--- src/rtl/mem_rr_arbiter.sv ---
// Round-robin arbiter sharing one single-port synchronous memory between two
// valid/ready requesters; one transaction in flight, response returned to its owner.
module mem_rr_arbiter #(
  parameter int ADDR_W = 4,
  parameter int DATA_W = 32
) (
  input  logic              CLK,
  input  logic              RST,
  input  logic              req0_valid,
  output logic              req0_ready,
  input  logic              req0_wr,
  input  logic [ADDR_W-1:0] req0_addr,
  input  logic [DATA_W-1:0] req0_wdata,
  output logic              rsp0_valid,
  input  logic              rsp0_ready,
  output logic [DATA_W-1:0] rsp0_rdata,
  input  logic              req1_valid,
  output logic              req1_ready,
  input  logic              req1_wr,
  input  logic [ADDR_W-1:0] req1_addr,
  input  logic [DATA_W-1:0] req1_wdata,
  output logic              rsp1_valid,
  input  logic              rsp1_ready,
  output logic [DATA_W-1:0] rsp1_rdata,
  output logic              mem_en,
  output logic              mem_wr,
  output logic [ADDR_W-1:0] mem_addr,
  output logic [DATA_W-1:0] mem_wdata,
  input  logic [DATA_W-1:0] mem_rdata,
  output logic              busy,
  output logic              last_gnt
);

  // Handshakes: a transfer happens on a rising CLK edge where valid && ready.
  // req*_ready is combinational on req*_valid (held stable by the requester);
  // rsp*_valid/rdata are registered and held until rsp*_ready of the owner.
  typedef enum logic [1:0] {IDLE, ISSUE, WAIT, RESP} state_t;

  state_t            state_q, state_d;
  logic              prio_q, prio_d;
  logic              last_gnt_q, last_gnt_d;
  logic              owner_q, owner_d;
  logic              wr_q, wr_d;
  logic [ADDR_W-1:0] addr_q, addr_d;
  logic [DATA_W-1:0] wdata_q, wdata_d;
  logic [DATA_W-1:0] rdata_q, rdata_d;
  logic              mem_en_q, mem_en_d;
  logic              mem_wr_q, mem_wr_d;
  logic              busy_q, busy_d;
  logic [1:0]        rsp_valid_q, rsp_valid_d;

  logic gnt;
  logic accept;
  logic owner_rsp_ready;

  // When both ports ask, the port equal to prio wins; otherwise whoever asks.
  always_comb begin
    gnt    = (req0_valid && req1_valid) ? prio_q : req1_valid;
    accept = RST && (state_q == IDLE) && (req0_valid || req1_valid);
  end

  assign req0_ready      = accept && !gnt;
  assign req1_ready      = accept && gnt;
  assign owner_rsp_ready = owner_q ? rsp1_ready : rsp0_ready;

  always_comb begin
    state_d     = state_q;
    prio_d      = prio_q;
    last_gnt_d  = last_gnt_q;
    owner_d     = owner_q;
    wr_d        = wr_q;
    addr_d      = addr_q;
    wdata_d     = wdata_q;
    rdata_d     = rdata_q;
    mem_en_d    = mem_en_q;
    mem_wr_d    = mem_wr_q;
    busy_d      = busy_q;
    rsp_valid_d = rsp_valid_q;
    case (state_q)
      IDLE: begin
        if (accept) begin
          owner_d    = gnt;
          wr_d       = gnt ? req1_wr : req0_wr;
          addr_d     = gnt ? req1_addr : req0_addr;
          wdata_d    = gnt ? req1_wdata : req0_wdata;
          last_gnt_d = gnt;
          prio_d     = !gnt;
          mem_en_d   = 1'b1;
          mem_wr_d   = gnt ? req1_wr : req0_wr;
          busy_d     = 1'b1;
          state_d    = ISSUE;
        end
      end
      ISSUE: begin
        mem_en_d = 1'b0;
        mem_wr_d = 1'b0;
        if (wr_q) begin
          rdata_d              = '0;
          rsp_valid_d[owner_q] = 1'b1;
          state_d              = RESP;
        end else begin
          state_d = WAIT;
        end
      end
      WAIT: begin
        // Memory read data is registered: valid exactly one cycle after ISSUE.
        rdata_d              = mem_rdata;
        rsp_valid_d[owner_q] = 1'b1;
        state_d              = RESP;
      end
      RESP: begin
        if (owner_rsp_ready) begin
          rsp_valid_d = 2'b00;
          busy_d      = 1'b0;
          state_d     = IDLE;
        end
      end
      default: state_d = IDLE;
    endcase
  end

  always_ff @(posedge CLK or negedge RST) begin
    if (!RST) begin
      state_q     <= IDLE;
      prio_q      <= 1'b0;
      last_gnt_q  <= 1'b0;
      owner_q     <= 1'b0;
      wr_q        <= 1'b0;
      addr_q      <= '0;
      wdata_q     <= '0;
      rdata_q     <= '0;
      mem_en_q    <= 1'b0;
      mem_wr_q    <= 1'b0;
      busy_q      <= 1'b0;
      rsp_valid_q <= 2'b00;
    end else begin
      state_q     <= state_d;
      prio_q      <= prio_d;
      last_gnt_q  <= last_gnt_d;
      owner_q     <= owner_d;
      wr_q        <= wr_d;
      addr_q      <= addr_d;
      wdata_q     <= wdata_d;
      rdata_q     <= rdata_d;
      mem_en_q    <= mem_en_d;
      mem_wr_q    <= mem_wr_d;
      busy_q      <= busy_d;
      rsp_valid_q <= rsp_valid_d;
    end
  end

  assign mem_en     = mem_en_q;
  assign mem_wr     = mem_wr_q;
  assign mem_addr   = addr_q;
  assign mem_wdata  = wdata_q;
  assign busy       = busy_q;
  assign last_gnt   = last_gnt_q;
  assign rsp0_valid = rsp_valid_q[0];
  assign rsp1_valid = rsp_valid_q[1];
  assign rsp0_rdata = rsp_valid_q[0] ? rdata_q : '0;
  assign rsp1_rdata = rsp_valid_q[1] ? rdata_q : '0;

endmodule
--- config.mk ---
export PLATFORM = sky130hd
export DESIGN_NAME = mem_rr_arbiter
export DESIGN_NICKNAME = d
export VERILOG_FILES = /design/src/rtl/mem_rr_arbiter.sv
export SDC_FILE = /design/constraint.sdc
export NUM_CORES = 1
export LEC_CHECK = 0
export ABC_AREA = 1
export BUFFER_PORTS_ARGS = -buffer_cell sky130_fd_sc_hd__buf_2
export CORE_MARGIN = 1.5
export CORE_UTILIZATION = 30
export DETAILED_ROUTE_END_ITERATION = 16
export PLACE_DENSITY_LB_ADDON = 0.08
export SETUP_SLACK_MARGIN = 0.3
export SLEW_MARGIN = 10
export SYNTH_ARGS = -nofsm -noshare
export SYNTH_HDL_FRONTEND = slang
export SYNTH_SLANG_ARGS = --single-unit
--- constraint.sdc ---
create_clock -name CLK -period 1.6 [get_ports CLK]
set_input_delay 0.16 -clock CLK [delete_from_list [all_inputs] [get_ports CLK]]
set_output_delay 0.16 -clock CLK [all_outputs]
set_load 0.1 [all_outputs]
==> impl_summary.md <==
Worst setup path
The arrival time reported for the critical path endpoint is 1610 ps. The critical path goes through inv_2 -> ha_4 -> nand2_4 -> inv_4 -> nand2_4 -> nor2_4 -> buf_12 -> buf_12. In this run the worst path has a maximum fanout of 2.

The highest cell delay on the worst timing path is 390 ps. The kind of end point of the critical path is an output port. The path depth of the worst reg2reg path is 12. The largest individual stage delay along the critical path comes from the cell dfrtp_1. The category of the most critical setup path is flip-flop to output port.

The worst-case register-to-register setup slack is -120 ps. The data required time of the critical path is between 1000 and 1500 ps. The worst setup path is launched from a flip-flop. The endpoint identified for the worst register-to-register timing path is mem_wdata[25].

The launch point of the worst reg-to-reg path is state_q[1].

Synth
Of the post-synthesis cell area, the dominant cell type holds just under 50%. Synthesis handed over a netlist of 550 instances. The unique cell type count in the Yosys netlist is 18. The commonest register cell after synthesis is dfrtp_1. The commonest cells after synthesis are nand2_1, dfrtp_1, inv_1, nand3_1, o21ai_0.

Yosys mapped a number of flops with a built-in enable equal to 0. Summed over all instances, the cell type with the most area after synthesis is dfrtp_1. The post-synth net total is ~670. Averaged over all synthesized cells, the footprint is 7.23 µm².

For this run, the register share of the synthesized area comes to 49.1%. Summing every instance area after synthesis gives 0.00397 mm². Of all flip-flops after synthesis, the portion carrying an async set or reset was 100%. Sorting the synthesized cells by area gives the leading types as dfrtp_1, nand2_1, nand3_1.

In the post-synthesis netlist, the cell with the most instances is nand2_1. After synthesis the netlist holds a flip-flop and latch count of about 80. The Yosys step of the flow raised 0 warnings.

STA
In this run the tightest slew margin relative to its limit is 66.1%. The count of pins over their slew limit is 0. Setup violations remaining at the end of the flow were counted as roughly 130. Across all setup checks in the final design, the least slack found is -165 ps. The worst slack on hold paths is 41.9 ps. The clock arrives with 8.13 ps of skew. The worst path in the final design needs a cycle of 1770 ps, including I/O delays and setup. The share of the clock period used by the worst path is 110%. For this run, the top clock speed supported by timing is 566 MHz. The final-report hold violation count is 0.

Setup repair after global routing could not meet its margin everywhere. At the pin with the least slew margin, the transition time is 512 ps.

Place
The weighted congestion reported at the end of routability-driven placement is 0.730. The count of input and output buffers is 219. The placement-stage worst setup slack is -43.7 ps. After legalization and detailed placement, the total HPWL measured 9300 µm. Once placement finished, the instance area stood at between 0.006 and 0.007 mm².

Detailed routing
The initial detailed-routing violation count is ~190. The routed design has 17500 µm of wire. The first detailed-routing pass took 4 iterations. In the routed design, unresolved DRC markers number 0. The post-route antenna net violation count is 0. After detailed routing, the average wire length per cell comes to ~17 µm. The overall via count from detail_route is 4826. The post-detailed-route via-to-cell ratio is approximately 4.8.

Finish
The final non-filler cell area is 0.00972 mm². Measured on the finished design, the core utilization comes to 76.1%. In the final design database the tool counted between 900 and 1000 nets. The share of post-route cells with drive strength above 1 is 74.2%.

The area used by sequential logic in the layout is around 0.0020 mm². Relative to the synthesized area, the layout overhead comes to 145%. The number of filler cells placed in the layout is 788.

The footprint of the multi-input gates is 0.00300 mm².

Global route
The total overflow left after global routing is 0. The first global-routing pass estimated 26600 µm of wire. The number of antenna violations at the first check in global routing came to 1.

Entering global routing, the biggest net connects 79 pins. Across every metal layer, demand over resource in global routing totals about 24%. The number of global-route vias before repair was 4991.

Clock tree
The number of clock buffers added by TritonCTS is 9. The number of H-tree branching levels is 3. TritonCTS built the clock tree. The count of clock tree sinks is 78. The later pin in the worst-skew pair is clocked with a latency of around 330 ps.

The maximum clock insertion buffer count is 2. The cell sitting at the root of the clock tree is a clkbuf_16. After clock tree synthesis, the clock-pin slew on the worst setup and hold paths is 70 ps.

Floorplan
The overall die area is 0.0139 mm². The floorplan has 41 rows. From bottom edge to top edge, the die measures 118 µm.

In this run the count of I/O pins placed on the die edge is 220. The area of the core region is 0.0128 mm². The horizontal extent of the die is 118 µm. The starting density of the core is 31.1%.

Hold path
The number of cells on the worst hold path is 3. The worst hold path endpoint is mem_addr[3]. The worst hold path class is input port to flip-flop. The beginning of the worst hold path is req0_addr[3].

Status
The checks that failed: negative setup slack. The run finished, with violations left.

Job
The max-cap check violation count is 0.
==> final cells by class <==
cell class	count	share of cell area (%)
Antenna cell	1	0.0257
Timing Repair inverter	1	0.0772
Tap cell	172	2.21
Sequential cell	78	20.2
Multi-Input combinational cell	362	30.9
Clock buffer	10	2.46
Inverter	77	5.60
Timing Repair Buffer	304	37.6
Clock inverter	6	0.952
==> routing by layer <==
metal,up-vias,GRT usage [%],wire length (µm)
li1,2274,-,-
met1,2325,29.3,6860
met2,188,42.6,9310
met4,0,7.09,405
met3,39,5.18,882
met5,-,0,0
==> registers in the layout, indices dropped and copies added, names as in the netlist <==
name / count
owner_q: 1
rdata_q: 32
mem_addr: 4
mem_wr: 1
mem_wdata: 32
prio_q: 1
wr_q: 1
mem_en: 1
busy: 1
state_q: 2
rsp_valid_q: 2
==> worst max path at each step <==
stage / start / to / slack (ps) / cells past startpoint
finish: state_q[1] / req0_ready / -170 / 8
CTS: state_q[0] / req0_ready / -130 / 8
detailed placement: state_q[1] / rdata_q[30] / -40 / 8
floorplan: rsp_valid_q[0] / rsp0_rdata[10] / -10 / 4
global placement: state_q[1] / rdata_q[24] / 20 / 8
global route: state_q[1] / req0_ready / -200 / 8
==> layout by cell type (no fill, tap or decap), drive strengths merged <==
master / n
buf: 266
nand2: 230
dfrtp: 78
nand3: 75
clkinvlp: 67
clkbuf: 47
o21ai: 35
inv: 15
nor2: 9
ha: 6
o21bai: 4
bufinv: 2
diode: 1
a21oi: 1
nand3b: 1
nand4: 1
dlygate4sd3: 1
==> critical path, delay by kind of cell (launching register included) <==
family | cells | cell delay (ps)
buffers and inverters | 4 | 440
DFF | 1 | 390
and+or+nand+nor | 3 | 270
adders and majority gates | 1 | 160
==> per-stage QoR <==
stage	instances	setup TNS [ps]
after floorplan	550	-794
after global placement	921	0
after detailed placement	921	-975
after CTS	1003	-3650
after global routing	1011	-11810
final	1011	-6630
==> cells by family (layout without fill, tap and decap cells) <==
logic type,Yosys count,count (layout),share of synthesized area [%]
fa+ha+maj,6,6,1.89
flops,78,78,49.1
compound gates,40,40,5.29
simple gates,316,316,32.4
other cells,0,1,0
buf+inv,110,398,11.3
==> what timing repair did <==
item | CTS | global route
hold endpoints to repair | 78 | 0
gates resized for setup | 287 | 110
buffers inserted | 48 | 3
pin swaps | 37 | 28
setup endpoints to repair | 146 | 180
cloned | 17 | 4
hold buffers | 1 | 0
Power is left out: the tool's default activity adds up to more than one toggle a clock period on the data nets, which glitch-free logic cannot reach.
